===== config.mk =====
export PLATFORM = sky130hd
export DESIGN_NAME = ce_tile_scheduler
export DESIGN_NICKNAME = d
export VERILOG_FILES = /design/src/rtl/ce_tile_scheduler.sv
export SDC_FILE = /design/constraint.sdc
export NUM_CORES = 1
export LEC_CHECK = 0
export ABC_AREA = 1
export CAP_MARGIN = 10
export CELL_PAD_IN_SITES_DETAIL_PLACEMENT = 1
export CELL_PAD_IN_SITES_GLOBAL_PLACEMENT = 2
export CORE_ASPECT_RATIO = 2
export CORE_MARGIN = 1
export CORE_UTILIZATION = 38
export CTS_CLUSTER_SIZE = 20
export DETAILED_ROUTE_END_ITERATION = 8
export GPL_ROUTABILITY_DRIVEN = 1
export MAX_ROUTING_LAYER = met4
export PLACE_DENSITY = 0.86
export RECOVER_POWER = 25
export SETUP_SLACK_MARGIN = 0.15
export SYNTH_ARGS = -nofsm -noshare
export SYNTH_HDL_FRONTEND = slang
export SYNTH_SLANG_ARGS = --single-unit

===== constraint.sdc =====
create_clock -name i_clk -period 6.71 [get_ports i_clk]
set_input_delay 2.013 -clock i_clk [delete_from_list [all_inputs] [get_ports i_clk]]
set_output_delay 2.013 -clock i_clk [all_outputs]
set_load 0.005 [all_outputs]

===== src/rtl/ce_tile_scheduler.sv =====
// Tile scheduler for compute_engine_modular: queues TILE commands, issues one tile at a
// time, counts FP16 results through a post-done drain window and reports one status per tile.
module ce_tile_scheduler #(
    parameter int ADDR_W    = 11,
    parameter int CMD_DEPTH = 4,
    parameter int ID_W      = 8,
    parameter int TMO_W     = 20,
    parameter int DRAIN_CYC = 4
) (
    input  logic              i_clk,
    input  logic              i_reset,
    input  logic              i_cmd_valid,
    output logic              o_cmd_ready,
    input  logic [ID_W-1:0]   i_cmd_id,
    input  logic [ADDR_W-1:0] i_cmd_left_addr,
    input  logic [ADDR_W-1:0] i_cmd_right_addr,
    input  logic [7:0]        i_cmd_dim_b,
    input  logic [7:0]        i_cmd_dim_c,
    input  logic [7:0]        i_cmd_dim_v,
    input  logic [TMO_W-1:0]  i_timeout_cycles,
    output logic              o_tile_en,
    output logic [ADDR_W-1:0] o_left_addr,
    output logic [ADDR_W-1:0] o_right_addr,
    output logic [7:0]        o_dim_b,
    output logic [7:0]        o_dim_c,
    output logic [7:0]        o_dim_v,
    input  logic              i_tile_done,
    input  logic              i_result_valid,
    input  logic              i_result_afull,
    output logic              o_sts_valid,
    input  logic              i_sts_ready,
    output logic [ID_W-1:0]   o_sts_id,
    output logic [1:0]        o_sts_code,
    output logic [15:0]       o_sts_count,
    output logic              o_busy,
    output logic [2:0]        o_state
);

    localparam int PTR_W = (CMD_DEPTH > 1) ? $clog2(CMD_DEPTH) : 1;
    localparam int DRN_W = (DRAIN_CYC > 1) ? $clog2(DRAIN_CYC) : 1;

    localparam logic [1:0] CODE_OK      = 2'd0;
    localparam logic [1:0] CODE_MISMATCH = 2'd1;
    localparam logic [1:0] CODE_TIMEOUT = 2'd2;
    localparam logic [1:0] CODE_BADDIM  = 2'd3;

    typedef struct packed {
        logic [ID_W-1:0]   id;
        logic [ADDR_W-1:0] left;
        logic [ADDR_W-1:0] right;
        logic [7:0]        b;
        logic [7:0]        c;
        logic [7:0]        v;
    } cmd_t;

    typedef enum logic [2:0] {
        S_IDLE   = 3'd0,
        S_ISSUE  = 3'd1,
        S_RUN    = 3'd2,
        S_DRAIN  = 3'd3,
        S_REPORT = 3'd4
    } state_t;

    state_t           state_q, state_d;
    cmd_t             mem_q [CMD_DEPTH];
    logic [PTR_W-1:0] wr_ptr_q, rd_ptr_q;
    logic [PTR_W:0]   occ_q;
    cmd_t             cmd_in, head, hold_q;
    logic             full, empty, push, pop, head_bad;

    logic [15:0]      cnt_q, cnt_nxt, prod;
    logic [TMO_W-1:0] tmr_q, lim_q;
    logic [DRN_W-1:0] drn_q;
    logic [1:0]       code_q;
    logic             cnt_inc, timeout_hit, drain_end;

    // ---------------- command queue ----------------
    assign cmd_in = '{id: i_cmd_id, left: i_cmd_left_addr, right: i_cmd_right_addr,
                      b: i_cmd_dim_b, c: i_cmd_dim_c, v: i_cmd_dim_v};
    assign head     = mem_q[rd_ptr_q];
    assign full     = (occ_q == (PTR_W+1)'(CMD_DEPTH));
    assign empty    = (occ_q == '0);
    assign head_bad = (head.b == 8'd0) || (head.c == 8'd0) || (head.v == 8'd0);

    // Readiness comes from current occupancy only, so a same-cycle pop never frees a full slot.
    assign o_cmd_ready = !full && !i_reset;
    assign push        = i_cmd_valid && o_cmd_ready;
    assign pop         = (state_q == S_IDLE) && !empty && (head_bad || !i_result_afull);

    always_ff @(posedge i_clk) begin
        if (push) begin
            mem_q[wr_ptr_q] <= cmd_in;
        end
    end

    always_ff @(posedge i_clk) begin
        if (i_reset) begin
            wr_ptr_q <= '0;
            rd_ptr_q <= '0;
            occ_q    <= '0;
        end else begin
            if (push) wr_ptr_q <= wr_ptr_q + PTR_W'(1);
            if (pop)  rd_ptr_q <= rd_ptr_q + PTR_W'(1);
            occ_q <= occ_q + {{PTR_W{1'b0}}, push} - {{PTR_W{1'b0}}, pop};
        end
    end

    // ---------------- tile FSM ----------------
    assign prod        = {8'd0, hold_q.b} * {8'd0, hold_q.c};
    assign cnt_inc     = ((state_q == S_RUN) || (state_q == S_DRAIN)) && i_result_valid;
    assign cnt_nxt     = (cnt_inc && (cnt_q != 16'hFFFF)) ? cnt_q + 16'd1 : cnt_q;
    assign timeout_hit = (lim_q != '0) && ((tmr_q + TMO_W'(1)) == lim_q);
    assign drain_end   = (drn_q == DRN_W'(DRAIN_CYC - 1));

    always_ff @(posedge i_clk) begin
        if (i_reset) state_q <= S_IDLE;
        else         state_q <= state_d;
    end

    always_comb begin
        state_d = state_q;
        unique case (state_q)
            S_IDLE:   if (pop) state_d = head_bad ? S_REPORT : S_ISSUE;
            S_ISSUE:  state_d = S_RUN;
            S_RUN: begin
                if (i_tile_done)      state_d = S_DRAIN;
                else if (timeout_hit) state_d = S_REPORT;
            end
            S_DRAIN:  if (drain_end) state_d = S_REPORT;
            S_REPORT: if (i_sts_ready) state_d = S_IDLE;
            default:  state_d = S_IDLE;
        endcase
    end

    always_comb begin
        o_tile_en   = 1'b0;
        o_sts_valid = 1'b0;
        o_busy      = !empty;
        unique case (state_q)
            S_IDLE:   ;
            S_ISSUE:  begin o_tile_en = 1'b1;   o_busy = 1'b1; end
            S_REPORT: begin o_sts_valid = 1'b1; o_busy = 1'b1; end
            default:  o_busy = 1'b1;
        endcase
    end

    // ---------------- held parameters, counters, status ----------------
    always_ff @(posedge i_clk) begin
        if (i_reset) begin
            hold_q <= '0;
            cnt_q  <= '0;
            tmr_q  <= '0;
            lim_q  <= '0;
            drn_q  <= '0;
            code_q <= CODE_OK;
        end else begin
            if (pop) begin
                hold_q <= head;
                cnt_q  <= '0;
                if (head_bad) code_q <= CODE_BADDIM;
            end
            unique case (state_q)
                S_ISSUE: begin
                    cnt_q <= '0;
                    tmr_q <= '0;
                    drn_q <= '0;
                    lim_q <= i_timeout_cycles;
                end
                S_RUN: begin
                    cnt_q <= cnt_nxt;
                    tmr_q <= tmr_q + TMO_W'(1);
                    if (!i_tile_done && timeout_hit) code_q <= CODE_TIMEOUT;
                end
                S_DRAIN: begin
                    cnt_q <= cnt_nxt;
                    drn_q <= drn_q + DRN_W'(1);
                    // Judge against the count including a result landing in the last drain cycle.
                    if (drain_end) code_q <= (cnt_nxt == prod) ? CODE_OK : CODE_MISMATCH;
                end
                default: ;
            endcase
        end
    end

    assign o_left_addr  = hold_q.left;
    assign o_right_addr = hold_q.right;
    assign o_dim_b      = hold_q.b;
    assign o_dim_c      = hold_q.c;
    assign o_dim_v      = hold_q.v;
    assign o_sts_id     = hold_q.id;
    assign o_sts_code   = code_q;
    assign o_sts_count  = cnt_q;
    assign o_state      = state_q;

endmodule


==> run summary, run 1 <==
clk slew on worst S/H paths = 0.07 ns
post-DP HPWL = 34.95 mm
drt pass-1 iters = 5
Die Y = 300.0 um
layout cells sized above 1 = 0.04466
leakage = 7.903 nW
max capacitance violation total = 0
Max-slew headroom = 0.2955
area leader, netlist = edfxtp_1
Worst Path Required = 7.22 ns
total global routing overflow = 0
minimum clock period = 4.982 ns
worst vdd ir = 0.2744 mV
Clock Latency Late Sink = 0.59 ns
buffer and inverter count on the worst path = 4
Final setup viols = 0
core area = 43650 um2
H-tree levels = 1
Post-synth top flop = edfxtp_1
die width = 151.0 um
Hold Fails Final Rpt = 0
RSZ-0062 raised after global routing = no
synth cell count leaders = 465 x nand2_1, 219 x nor2_1, 216 x edfxtp_1, 207 x inv_1, 156 x o21ai_0
Slew Limit Fails = 0
initial antenna violation count = 9
Clock Tree Root = clkbuf_16
period utilization = 0.7425
placed cell areas = 18910 um2
CP top delay family = simple AND/OR/NAND/NOR gates
element type at the critical path end = register
DRC viols = 0
die area = 45290 um2
Synth Register Bits = 342
FMAX = 200.7 MHz
maximum fanout along the worst path = 70
Mean Syn Cell Area = 8.809 um2
DRT iter0 DRCs = 422
synthesis-to-layout area growth = 19.14%
CTS max path bufs = 3
# IOs = 160
synthesized instance count = 1915
pin count of the biggest net entering global routing = 71
register area = 9014 um2
worst path arrival time = 5.49 ns
TNS Setup = 0 ns
WL/cell = 18.93 um
CTS tree = yes
share of the synthesized area in the top cell type = 0.3845
run status = finished clean
Yosys cell types = 42
Initial Util = 0.3865
first-pass GRT wire length = 77.99 mm
sequential share of the synthesized area = 0.5340
vias in the first global route = 14630
Cell Rows = 108
overall routing resource usage = 0.2301
power density cells = 349.0 nW/um2
Final ANT Viol Nets = 0
multi-input logic area = 6681 um2
hold-fix buffers at CTS = 0
Synth area leaders = edfxtp_1 38%, dfxtp_1 15%, nand2_1 10%
Reg2Reg Setup Slack = 1.73 ns
Synth Cell Area = 16870 um2
crit start category = register
Hold/Removal Path Class = reg -> reg
Max stage delay on crit path = 0.94 ns
Port Buf Inserts = 159
Inserted Clock Buffers = 31
Total Wirelength = 49.53 mm
CP Cell Sequence = clkinv_2 > nand2_1 > nand3_1 > nand2_1 > nand4_1 > or2_1 > nand4_2 > nand2_4 > inv_4 > ha_1 > inv_1 > ha_1 > inv_1 > fa_1 > xor2_1 > o21ai_0 > a21oi_1
Hold Worst Slack = 0.4700 ns
synth warn = 0
share of flip-flops with an asynchronous set or reset = 0
Post-Syn Nets = 2078
Avg Vias per Cell = 5.199
Clock Skew = 0.01650 ns
post-cts gate resize count = 0
Post-synth EDFFs = 216
Worst path slowest cell = clkinv_2
Final Cell Area = 20100 um2
Setup Buffers After CTS = 0
GPL Wtd Cong = 0.8247
Layout fillers = 5020
crit path kind = reg -> reg
CTS sink cnt = 342
fin nets = 2198
worst slew pin tran = 1.050 ns
top-count cell post-synth = nand2_1
via count = 13600
[report_power, final]
part / internal (W) / total, W / leakage, nW / switching [W]
sequential: 0.00251 / 0.00284 / 2.99 / 0.000325
clock: 0.00117 / 0.00202 / 0.567 / 0.000845
combinational: 0.000825 / 0.00216 / 4.35 / 0.00133
total: 0.00451 / 0.00701 / 7.90 / 0.00250
[final cells by class]
type                    count  share of cell area
diodes                      6           0.0007471
clock inverters            21             0.01488
clock buffers              37             0.04339
multi-input cells        1275              0.3324
inverters                 212             0.03978
flip-flops and latches    342              0.4485
well taps                 550             0.03424
repair buffers            173             0.08604
[layout by cell type (no fill, tap or decap), drive strengths merged, types with 7 or more instances in the layout]
| master | synthesis | final |
|---|---|---|
| clkinv | 3 | 11 |
| ha | 45 | 45 |
| edfxtp | 216 | 216 |
| nand3 | 132 | 132 |
| dlygate4sd3 | 0 | 40 |
| inv | 209 | 214 |
| nand3b | 7 | 7 |
| xor2 | 15 | 15 |
| a21oi | 108 | 108 |
| o21ai | 161 | 161 |
| nand2 | 467 | 467 |
| dfxtp | 126 | 126 |
| buf | 27 | 15 |
| nand4 | 19 | 19 |
| nor2 | 220 | 220 |
| o22ai | 31 | 31 |
| fa | 37 | 37 |
| xnor2 | 7 | 7 |
| clkdlybuf4s50 | 0 | 118 |
| nor3 | 9 | 9 |
| clkbuf | 59 | 37 |
[final timing paths]
check	start	end	cells after the start
max reg2reg	register	occ_q[2]$_SDFF_PP0_	17
min reg2reg	drn_q[1]$_SDFFE_PP0P_	drn_q[1]$_SDFFE_PP0P_	2
max	register	occ_q[2]$_SDFF_PP0_	17
min	drn_q[1]$_SDFFE_PP0P_	drn_q[1]$_SDFFE_PP0P_	2
[flip-flops by register name, indices dropped and copies added (netlist names), 3 cells and up, named ones only]
signal	cells
tmr_q	20
o_dim_v	8
o_sts_id	8
o_dim_b	8
o_state	3
occ_q	3
o_left_addr	11
o_right_addr	11
o_dim_c	8
mem_q	216
o_sts_count	16
lim_q	20
[per-layer routing]
layer | up-vias | global-route usage | wire (um)
li1 | 6552 | - | -
met1 | 6745 | 0.2250 | 17880
met2 | 223 | 0.4562 | 28680
met3 | 81 | 0.02458 | 1458
met4 | 0 | 0.07214 | 1502
met5 | - | - | 0
[worst reg2reg max path: stages, from the launching register on]
cell and delay (ns):
dfxtp_4 0.71, clkinv_2 0.97, nand2_1 0.34, nand3_1 0.10, nand2_1 0.17, nand4_1 0.17, or2_1 0.31, nand4_2 0.11
nand2_4 0.28, inv_4 0.37, ha_1 0.28, inv_1 0.06, ha_1 0.13, inv_1 0.05, fa_1 0.37, xor2_1 0.19
o21ai_0 0.11, a21oi_1 0.18
[cells by family (layout without fill, tap and decap cells)]
kind of cell               Yosys count  after routing  synth area share
other                                0              6                 0
and+or+nand+nor                    862            862            0.2096
xor gates and xnor gates            22             22           0.01142
DFF                                342            342            0.5340
AOI/OAI and AO/OA                  309            309           0.09568
buffers and inverters              298            443           0.07195
adders and majority gates           82             82           0.07729
[stage by stage]
| step | setup WS, ns | cells | utilization | total power [W] |
|---|---|---|---|---|
| 2_1_floorplan | 1.387 | 1915 | - | 0.004105 |
| 3_3_place_gp | 1.791 | 2552 | 0.4333 | 0.004995 |
| 3_5_place_dp | 1.788 | 2552 | 0.4333 | 0.005076 |
| 4_1_cts | 1.726 | 2610 | 0.4601 | 0.007117 |
| 5_1_grt | 1.254 | 2615 | 0.4604 | 0.007420 |
| 6_report | 1.728 | 2616 | 0.4605 | 0.007014 |
Power figures use the tool's default switching activity.
==> run 2: changes to the inputs <==
- CORE_UTILIZATION: 38 -> 32
- PLACE_DENSITY: 0.86 -> 0.77
- clock period: 6.71 -> 4.25 ns (I/O delays scaled with it)
==> run 2 against run 1 <==
Die area rose by 19%. Clock-buffer cell count up 7. Core utilization is 5.5 points lower. Worst setup slack worse by 1.7 ns. Global-route usage shrank 2.5 points. Power up 65%. Combinational power up 86%. Via count up 0.98%. Non-clock buffer count increased by 64. Critical path type unchanged. Largest cell class unchanged. Largest power group unchanged.
==> run summary, run 2 (synthesis gave the netlist of run 1 again) <==
commonest non-fill, non-tap cell in the layout = nand2_1
Die Y = 326.7 um (+8.9%)
GRT met1 Usage = 0.1966 (-0.02840)
Clock Skew = 0.02818 ns (+0.01168 ns)
die area = 53690 um2 (+19%)
run status = finished clean
overall routing resource usage = 0.2050 (-0.02510)
Most common cell on crit path = nand2_1
Hold/Removal Path Class = reg -> reg
# IOs = 160 (unchanged)
Final ANT Viol Nets = 0 (unchanged)
synthesis-to-layout area growth = 24.89%
die width = 164.4 um (+8.9%)
buffer and inverter count on the worst path = 5 (+1)
WL/cell = 18.54 um (-2.1%)
worst path arrival time = 4.58 ns (-0.91 ns)
leakage = 8.264 nW (+4.6%)
max capacitance violation total = 0 (unchanged)
maximum fanout along the worst path = 7 (-90%)
element type at the critical path end = register
power density cells = 549.6 nW/um2 (+57%)
Final Cell Area = 21070 um2 (+4.8%)
Max-slew headroom = 0.4171 (+0.1216)
worst vdd ir = 0.4472 mV (+63%)
Final setup viols = 0 (unchanged)
post-layout util = 0.4054 (-0.05509)
post-DP HPWL = 37.57 mm (+7.5%)
layout cells sized above 1 = 0.09718 (+0.05252)
max reg flops = 216 (unchanged)
crit start category = register
minimum clock period = 4.177 ns (-0.8050 ns)
initial antenna violation count = 10 (+1)
Top reg by flops = mem_q
met3 GRT Util = 0.03327 (+0.008683)
grt peak-use layer = met2
CTS max path bufs = 3 (unchanged)
CTS tree = yes
Cell Rows = 118 (+9.3%)
GRT met2 Usage = 0.3959 (-0.06031)
Slew Limit Fails = 0 (unchanged)
Avg Vias per Cell = 4.903 (-5.7%)
drt pass-1 iters = 4 (-1)
first-pass GRT wire length = 81.41 mm (+4.4%)
Worst path slowest cell = fa_1
clk slew on worst S/H paths = 0.06 ns (about the same)
via count = 13730 (+0.98%)
Inserted Clock Buffers = 35 (+13%)
Clock Tree Root = clkbuf_16
Worst Path Required = 4.66 ns (-2.56 ns)
biggest registers after layout = mem_q x216, lim_q x20, tmr_q x20
fin nets = 2266 (+3.1%)
crit path kind = reg -> reg
TNS Setup = 0 ns (unchanged)
Hold Fails Final Rpt = 0 (unchanged)
placed cell areas = 19480 um2 (+3.0%)
H-tree levels = 2 (+1)
DRC viols = 0 (unchanged)
Hold Worst Slack = 0.4825 ns (+0.01245 ns)
Port Buf Inserts = 159 (unchanged)
CTS sink cnt = 342 (unchanged)
period utilization = 0.9828 (+0.2403)
CP top delay family = adder cells
most frequent cells in the layout = 448 x nand2_1, 216 x edfxtp_1, 211 x nor2_1
DRT iter0 DRCs = 622 (+47%)
FMAX = 239.4 MHz (+19%)
core area = 51970 um2 (+19%)
hold-fix buffers at CTS = 0 (unchanged)
pin count of the biggest net entering global routing = 81 (+14%)
Initial Util = 0.3246 (-0.06190)
vias in the first global route = 15140 (+3.5%)
Total Wirelength = 51.93 mm (+4.8%)
GPL Wtd Cong = 0.8771 (+6.4%)
Clock Latency Late Sink = 0.56 ns (-0.03 ns)
total global routing overflow = 0 (unchanged)
worst slew pin tran = 0.8743 ns (-0.1753 ns)
RSZ-0062 raised after global routing = yes
Max stage delay on crit path = 0.54 ns (-0.40 ns)
run 2: cell types whose count changed in the layout (fill, tap and decap cells not counted), sizes merged:
cell,change
clkinv,+5
bufinv,-2
diode,+5
inv,-4
buf,+64
clkbuf,+7
run 2: tightest hold or removal path, stage by stage (launching register included):
cell and delay, ns:
dfxtp_1 0.32, nand2_1 0.06, a21oi_1 0.06
run 2: routing by layer:
| metal | wire [um] | part of all wire |
|---|---|---|
| met2 | 29150 | 0.56 |
| met5 | 0 | 0 |
| met1 | 18830 | 0.36 |
| met4 | 1872 | 0.036 |
| met3 | 2070 | 0.040 |
run 2: layout make-up:
class | count | area [um2]
Clock buffer | 44 | 929.6
Fill cell | 6003 | 30900
Multi-Input combinational cell | 1275 | 6918
Antenna cell | 11 | 27.53
Timing Repair Buffer | 237 | 2235
Clock inverter | 20 | 272.8
Tap cell | 660 | 825.8
Sequential cell | 342 | 9060
Inverter | 212 | 799.5
run 2: where the power goes:
part | internal (W) | leakage, nW | switching [W]
sequential | 0.00400 | 3.00 | 0.000348
clock | 0.00183 | 0.575 | 0.00139
combinational | 0.00164 | 4.69 | 0.00236
run 2: final timing paths:
check | start | endpoint | slack [ns] | depth (start not counted)
max reg2reg | o_dim_c[4]$_SDFFE_PP0P_ | o_sts_code[0]$_SDFF_PP0_ | 0.07 | 26
max | o_dim_c[4]$_SDFFE_PP0P_ | o_sts_code[0]$_SDFF_PP0_ | 0.07 | 26
min | tmr_q[19]$_SDFFE_PP0P_ | tmr_q[19]$_SDFFE_PP0P_ | 0.48 | 2
min reg2reg | tmr_q[19]$_SDFFE_PP0P_ | tmr_q[19]$_SDFFE_PP0P_ | 0.48 | 2
run 2: per-stage QoR:
stage | setup slack, ns | cells | power [W]
after floorplan | -0.3354 | 1915 | 0.006518
after global placement | -0.2189 | 2714 | 0.008188
after detailed placement | -0.2516 | 2714 | 0.008295
after CTS | 0.07128 | 2789 | 0.01175
after global routing | -0.1839 | 2799 | 0.01231
final | 0.07314 | 2801 | 0.01158
run 2: timing repair:
action | 4_1_cts | 5_1_grt
endpoints found under the setup margin | 1 | 1
gates resized for setup | 48 | 20
pin swaps | 21 | 21
setup buffers | 11 | 1
==> patch 1 (settings of run 1) <==
Change the parameter `CMD_DEPTH` from 4 to 8.
--- a/src/rtl/ce_tile_scheduler.sv
+++ b/src/rtl/ce_tile_scheduler.sv
@@ -3,5 +3,5 @@
 module ce_tile_scheduler #(
     parameter int ADDR_W    = 11,
-    parameter int CMD_DEPTH = 4,
+    parameter int CMD_DEPTH = 8,
     parameter int ID_W      = 8,
     parameter int TMO_W     = 20,
Formal check against the unedited RTL: no difference found for any inputs over 4 cycles, from zero or initial values and one cycle with i_reset high; that may be too few to reach the edited logic, so the function may still have changed.
==> patch 1 against run 1 <==
  * Cell area is 51% higher
  * Total power rose by 55%
  * Clock power grew 54%
  * Sequential share of layout area is 6.6 points higher
  * Area after synthesis grew 55%
  * Worst setup slack worse by 85 ps
  * Maximum frequency shrank 1.7%
  * Sequential cell count grew 220
  * Sequential power up 55%
  * Wire length increased by 54%
  * Count of clock-buffer cells in the layout up 26
  * Worst hold slack got worse by 6.6 ps
  * Critical endpoint is now o_cmd_ready
==> patch 1: results (changes against run 1) <==
clock latency at the later pin of the worst-skew pair=650 ps (+60 ps); Synth area leaders=edfxtp_1 50%, nand2_1 11%, dfxtp_1 10%, inv_1 4.3%, a21oi_1 4.1%; Synth Net Count=2,854 (+37%); internal power=6949 uW (+54%); vias in the first global route=21,630 (+48%); Placer Congestion=0.8627 (+4.6%); share of layout cells above drive strength 1=5.752% (+1.3 points); Yosys cell types=40 (-4.8%); Leak=0.01189 uW (+50%); peak supply drop=0.2632 mV (-4.1%); Via-to-Cell Ratio=5.232 (+0.64%); P_clk=3120 uW (+54%); H-tree depth=2 (+1); initial antenna violation count=18 (+9); cell count after synthesis=2,689 (+40%); HP Start=rd_ptr_q[2]; crit path max fanout=2 (-97%); largest net degree at the start of global routing=226 (+220%); Synth Area in XOR/XNOR=0.7369% (-0.41 points); Final Skew=34.36 ps (+17.86 ps); slowest CP cell=clkdlybuf4s50_1; Synth Area in Compound Gates=9.584% (+0.016 points); GR Layer Usage met2=41.78% (-3.8 points); fill cell total of the finished layout=7,619 (+52%); register area share after synthesis=59.56% (+6.2 points); Nets=2,955 (+34%); dpl cells=3,626 (+42%); met1 Resource Use GR=23.87% (+1.4 points); top post-synthesis cells by count=763 x nand2_1, 432 x edfxtp_1, 299 x inv_1; CP endpoint=o_cmd_ready; routed via count=19,570 (+44%); top cell family by delay on the critical path=buffers and inverters; row cnt=135 (+25%); Pre-antenna DRT Iters=6 (+1); Total GRT Usage=22.48% (-0.53 points); crit path DAT=3050 ps (-2440 ps); area delta synth->final=15.92%; grt met3 use=3.348% (+0.89 points); flop2flop setup slack=1720 ps; switching share of power=36.00% (+0.29 points); EDFF count, synth=432 (+100%); status=complete, no violations; area post-placement=28,480 um2 (+51%); DRT Wirelength=76,170 um (+54%); reg2reg path depth=18 (+1); Worst path max stage delay=580 ps (-360 ps); CTS Buf Count=52 (+68%)
## patch 1: cell types whose count changed in the layout (fill, tap and decap cells not counted), moves of 30 or more
cell | before | now
nand2_1 | 465 | 763
a221o_1 | 0 | 60
a21oi_1 | 108 | 213
a31oi_1 | 1 | 33
o21ai_0 | 156 | 100
nand3_1 | 132 | 199
o22ai_1 | 31 | 1
inv_1 | 206 | 298
edfxtp_1 | 216 | 432
nor2_1 | 215 | 133
## patch 1: routing by layer
| layer | wire length, um | up-vias | part of all wire, % |
|---|---|---|---|
| li1 | - | 9245 | - |
| met1 | 29930 | 9826 | 39 |
| met2 | 41210 | 383 | 54 |
| met3 | 3097 | 120 | 4.1 |
| met4 | 1931 | 0 | 2.5 |
| met5 | 0 | - | 0 |
## patch 1: layout make-up
class | instances | area share, %
sequential | 562 | 51.41
multi-input combinational | 1687 | 29.18
timing repair buffer | 183 | 5.911
clock buffer | 63 | 4.528
inverter | 304 | 3.789
tap | 890 | 3.674
clock inverter | 35 | 1.370
antenna | 17 | 0.1403
==> patch 2 (flow settings as in run 1) <==
Without the edit above. Register the output `o_sts_count` once more; this adds one clock of latency there. The other outputs are not delayed to match.
--- a/src/rtl/ce_tile_scheduler.sv
+++ b/src/rtl/ce_tile_scheduler.sv
@@ -190,5 +190,7 @@
     assign o_sts_id     = hold_q.id;
     assign o_sts_code   = code_q;
-    assign o_sts_count  = cnt_q;
+    always_ff @(posedge i_clk) begin
+        o_sts_count <= cnt_q;
+    end
     assign o_state      = state_q;
 
Check against the original RTL: not equivalent (Yosys sat finds a counterexample within 10 cycles, from zero or initial values and one cycle with i_reset high).
==> patch 2 against run 1 <==
  * Sequential cell count up 16
  * Total power down 2.7%
  * Cell area up 3.0%
  * Combinational power down 10%
  * Count of clock-buffer cells in the layout up 10
  * Sequential share of layout area up 0.24 points
  * Via count up 2.9%
  * First-iteration DRC count up 1.7%
  * Final cell count up 3.6%
  * Largest power group unchanged
  * Synthesized cell count up 4.1%
  * Area after synthesis up 3.6%
  * Wire length up 2.3%
  * Worst setup slack better by 74 ps
==> patch 2: results (changes against run 1) <==
top post-synthesis cells by count=628 x nand2_1, 216 x edfxtp_1, 209 x inv_1; crit path max fanout=2 (-97%); hold path cells=0 (-2); HPWL Detailed=36,630 um (+4.8%); Leak=0.008432 uW (+6.7%); clock latency at the later pin of the worst-skew pair=560 ps (-30 ps); Post-CTS Setup Inserts=0 (unchanged); Total GRT Usage=22.42% (-0.59 points); CTS Buf Count=35 (+13%); CTS max path bufs=3 (unchanged); Synth Area in XOR/XNOR=1.002% (-0.14 points); EDFF count, synth=216 (unchanged); Pre-antenna DRT Iters=4 (-1); Placer Congestion=0.8284 (+0.45%); PostCTS Resize Cnt=0 (unchanged); H-tree depth=2 (+1); top cell family by delay on the critical path=buffers and inverters; initial antenna violation count=8 (-1); Final Skew=32.46 ps (+15.95 ps); Worst path max stage delay=560 ps (-380 ps); predominant post-synthesis flop cell=edfxtp_1; Synth Net Count=2,157 (+3.8%); Nets=2,280 (+3.7%); Synth area leaders=edfxtp_1 37%, dfxtp_1 16%, nand2_1 13%, inv_1 4.5%, fa_1 4.2%; largest family of logic cells by synthesized area=simple AND/OR/NAND/NOR gates; fill cell total of the finished layout=5,283 (+5.2%); Iteration-0 DRC Markers=429 (+1.7%); register area share after synthesis=53.38% (about the same); clk slew on worst S/H paths=60 ps; slowest CP cell=clkdlybuf4s50_1; status=complete, no violations; Yosys cell types=38 (-9.5%); Clock Root Buffer=clkbuf_16; Min Hold Slack=406.3 ps (-63.68 ps); flop2flop setup slack=2000 ps (+270 ps); Slew HR=37.60% (+8.0 points); crit path DAT=2900 ps (-2590 ps); Synth Area in Compound Gates=8.605% (-0.96 points); internal power=4463 uW (-1.0%); Via-to-Cell Ratio=5.168 (-0.60%); reg2reg path depth=23 (+6); Async SR Flop Fraction=0% (unchanged); vias in the first global route=14,980 (+2.4%); yosys warns=0 (unchanged); Largest regs=mem_q: 216 flops, lim_q: 20 flops, tmr_q: 20 flops; Synth Area in Adders=7.459% (-0.27 points); post-synthesis mux area share=0% (unchanged); first-pass GRT wire length=79,330 um (+1.7%); DRT Wirelength=50,690 um (+2.3%); IO Port Bufs=159 (unchanged); share of layout cells above drive strength 1=4.108% (-0.36 points); peak supply drop=0.3222 mV (+17%); largest net degree at the start of global routing=66 (-7.0%); Tightest Hold Check Type=flip-flop to flip-flop
## patch 2: changes by cell type after synthesis, moves of 15 or more
cell / run 1 / this run
a21oi_1: 108 / 126
nor2_1: 219 / 156
o21ai_0: 156 / 78
a32o_1: 0 / 23
dfxtp_1: 126 / 142
a211oi_1: 2 / 24
o22ai_1: 31 / 8
nand2_1: 465 / 628
nand3_1: 132 / 147
## patch 2: power groups by stage
stage / Clock, uW / Sequential (uW) / Combinational [uW]
finish: 2030 / 2860 / 1940
global route: 2150 / 2900 / 2180
CTS: 2090 / 2860 / 1990
detailed placement: 0 / 2900 / 1970
global placement: 0 / 2890 / 1900
floorplan: 0 / 2750 / 1300
## patch 2: cell type report
class | count | area, um2 | share of cell area [%]
Tap cell | 560 | 700.7 | 3.385
Clock inverter | 15 | 214.0 | 1.034
Antenna cell | 7 | 17.52 | 0.08462
Timing Repair Buffer | 172 | 1684 | 8.136
Inverter | 214 | 807.0 | 3.899
Sequential cell | 358 | 9334 | 45.09
Multi-Input combinational cell | 1336 | 6982 | 33.73
Clock buffer | 47 | 960.9 | 4.642
## patch 2: path summary, 6_finish.rpt
check / start / endpoint
worst max-delay path: i_reset / o_cmd_ready
worst min register to register: cnt_q[1] / o_sts_count[1]
worst min-delay path: cnt_q[1] / o_sts_count[1]
worst max register to register: o_dim_b[0] / o_sts_code[0]
## patch 2: per-layer routing
| metal | track usage (%) | up-vias | wire length (um) |
|---|---|---|---|
| met5 | - | - | 0 |
| met4 | 8.372 | 0 | 1727 |
| met3 | 3.190 | 80 | 1751 |
| met2 | 43.74 | 257 | 28530 |
| met1 | 21.90 | 6877 | 18680 |
| li1 | - | 6786 | - |
## patch 2: kinds of logic after synthesis
family	Yosys count
xor+xnor	20
flops	358
compound gates	262
buf+inv	300
fa+ha+maj	82
simple gates	972
## patch 2: worst reg2reg max path, cell delays in order, from the launching register on
cell	delay, ps
dfxtp_1	580
nand2_1	160
fa_1	550
fa_1	520
fa_1	520
fa_1	540
inv_1	40
ha_1	340
nand2_1	160
inv_1	80
nand2_1	70
nand2_1	80
nand2_1	90
nand3_1	80
nand2_1	70
nand2_1	60
inv_1	50
nand2_1	40
nand2_1	50
nand3_1	100
nor2_1	170
nand2_1	90
nand2_1	60
a21oi_1	50
## patch 2: per-stage QoR
step	std cells	setup slack, ps	area [um2]
after floorplan	1994	1565	17480
after global placement	2640	1909	19510
after detailed placement	2640	1823	19510
after CTS	2702	1812	20680
after global routing	2709	1659	20700
final	2709	1802	20700
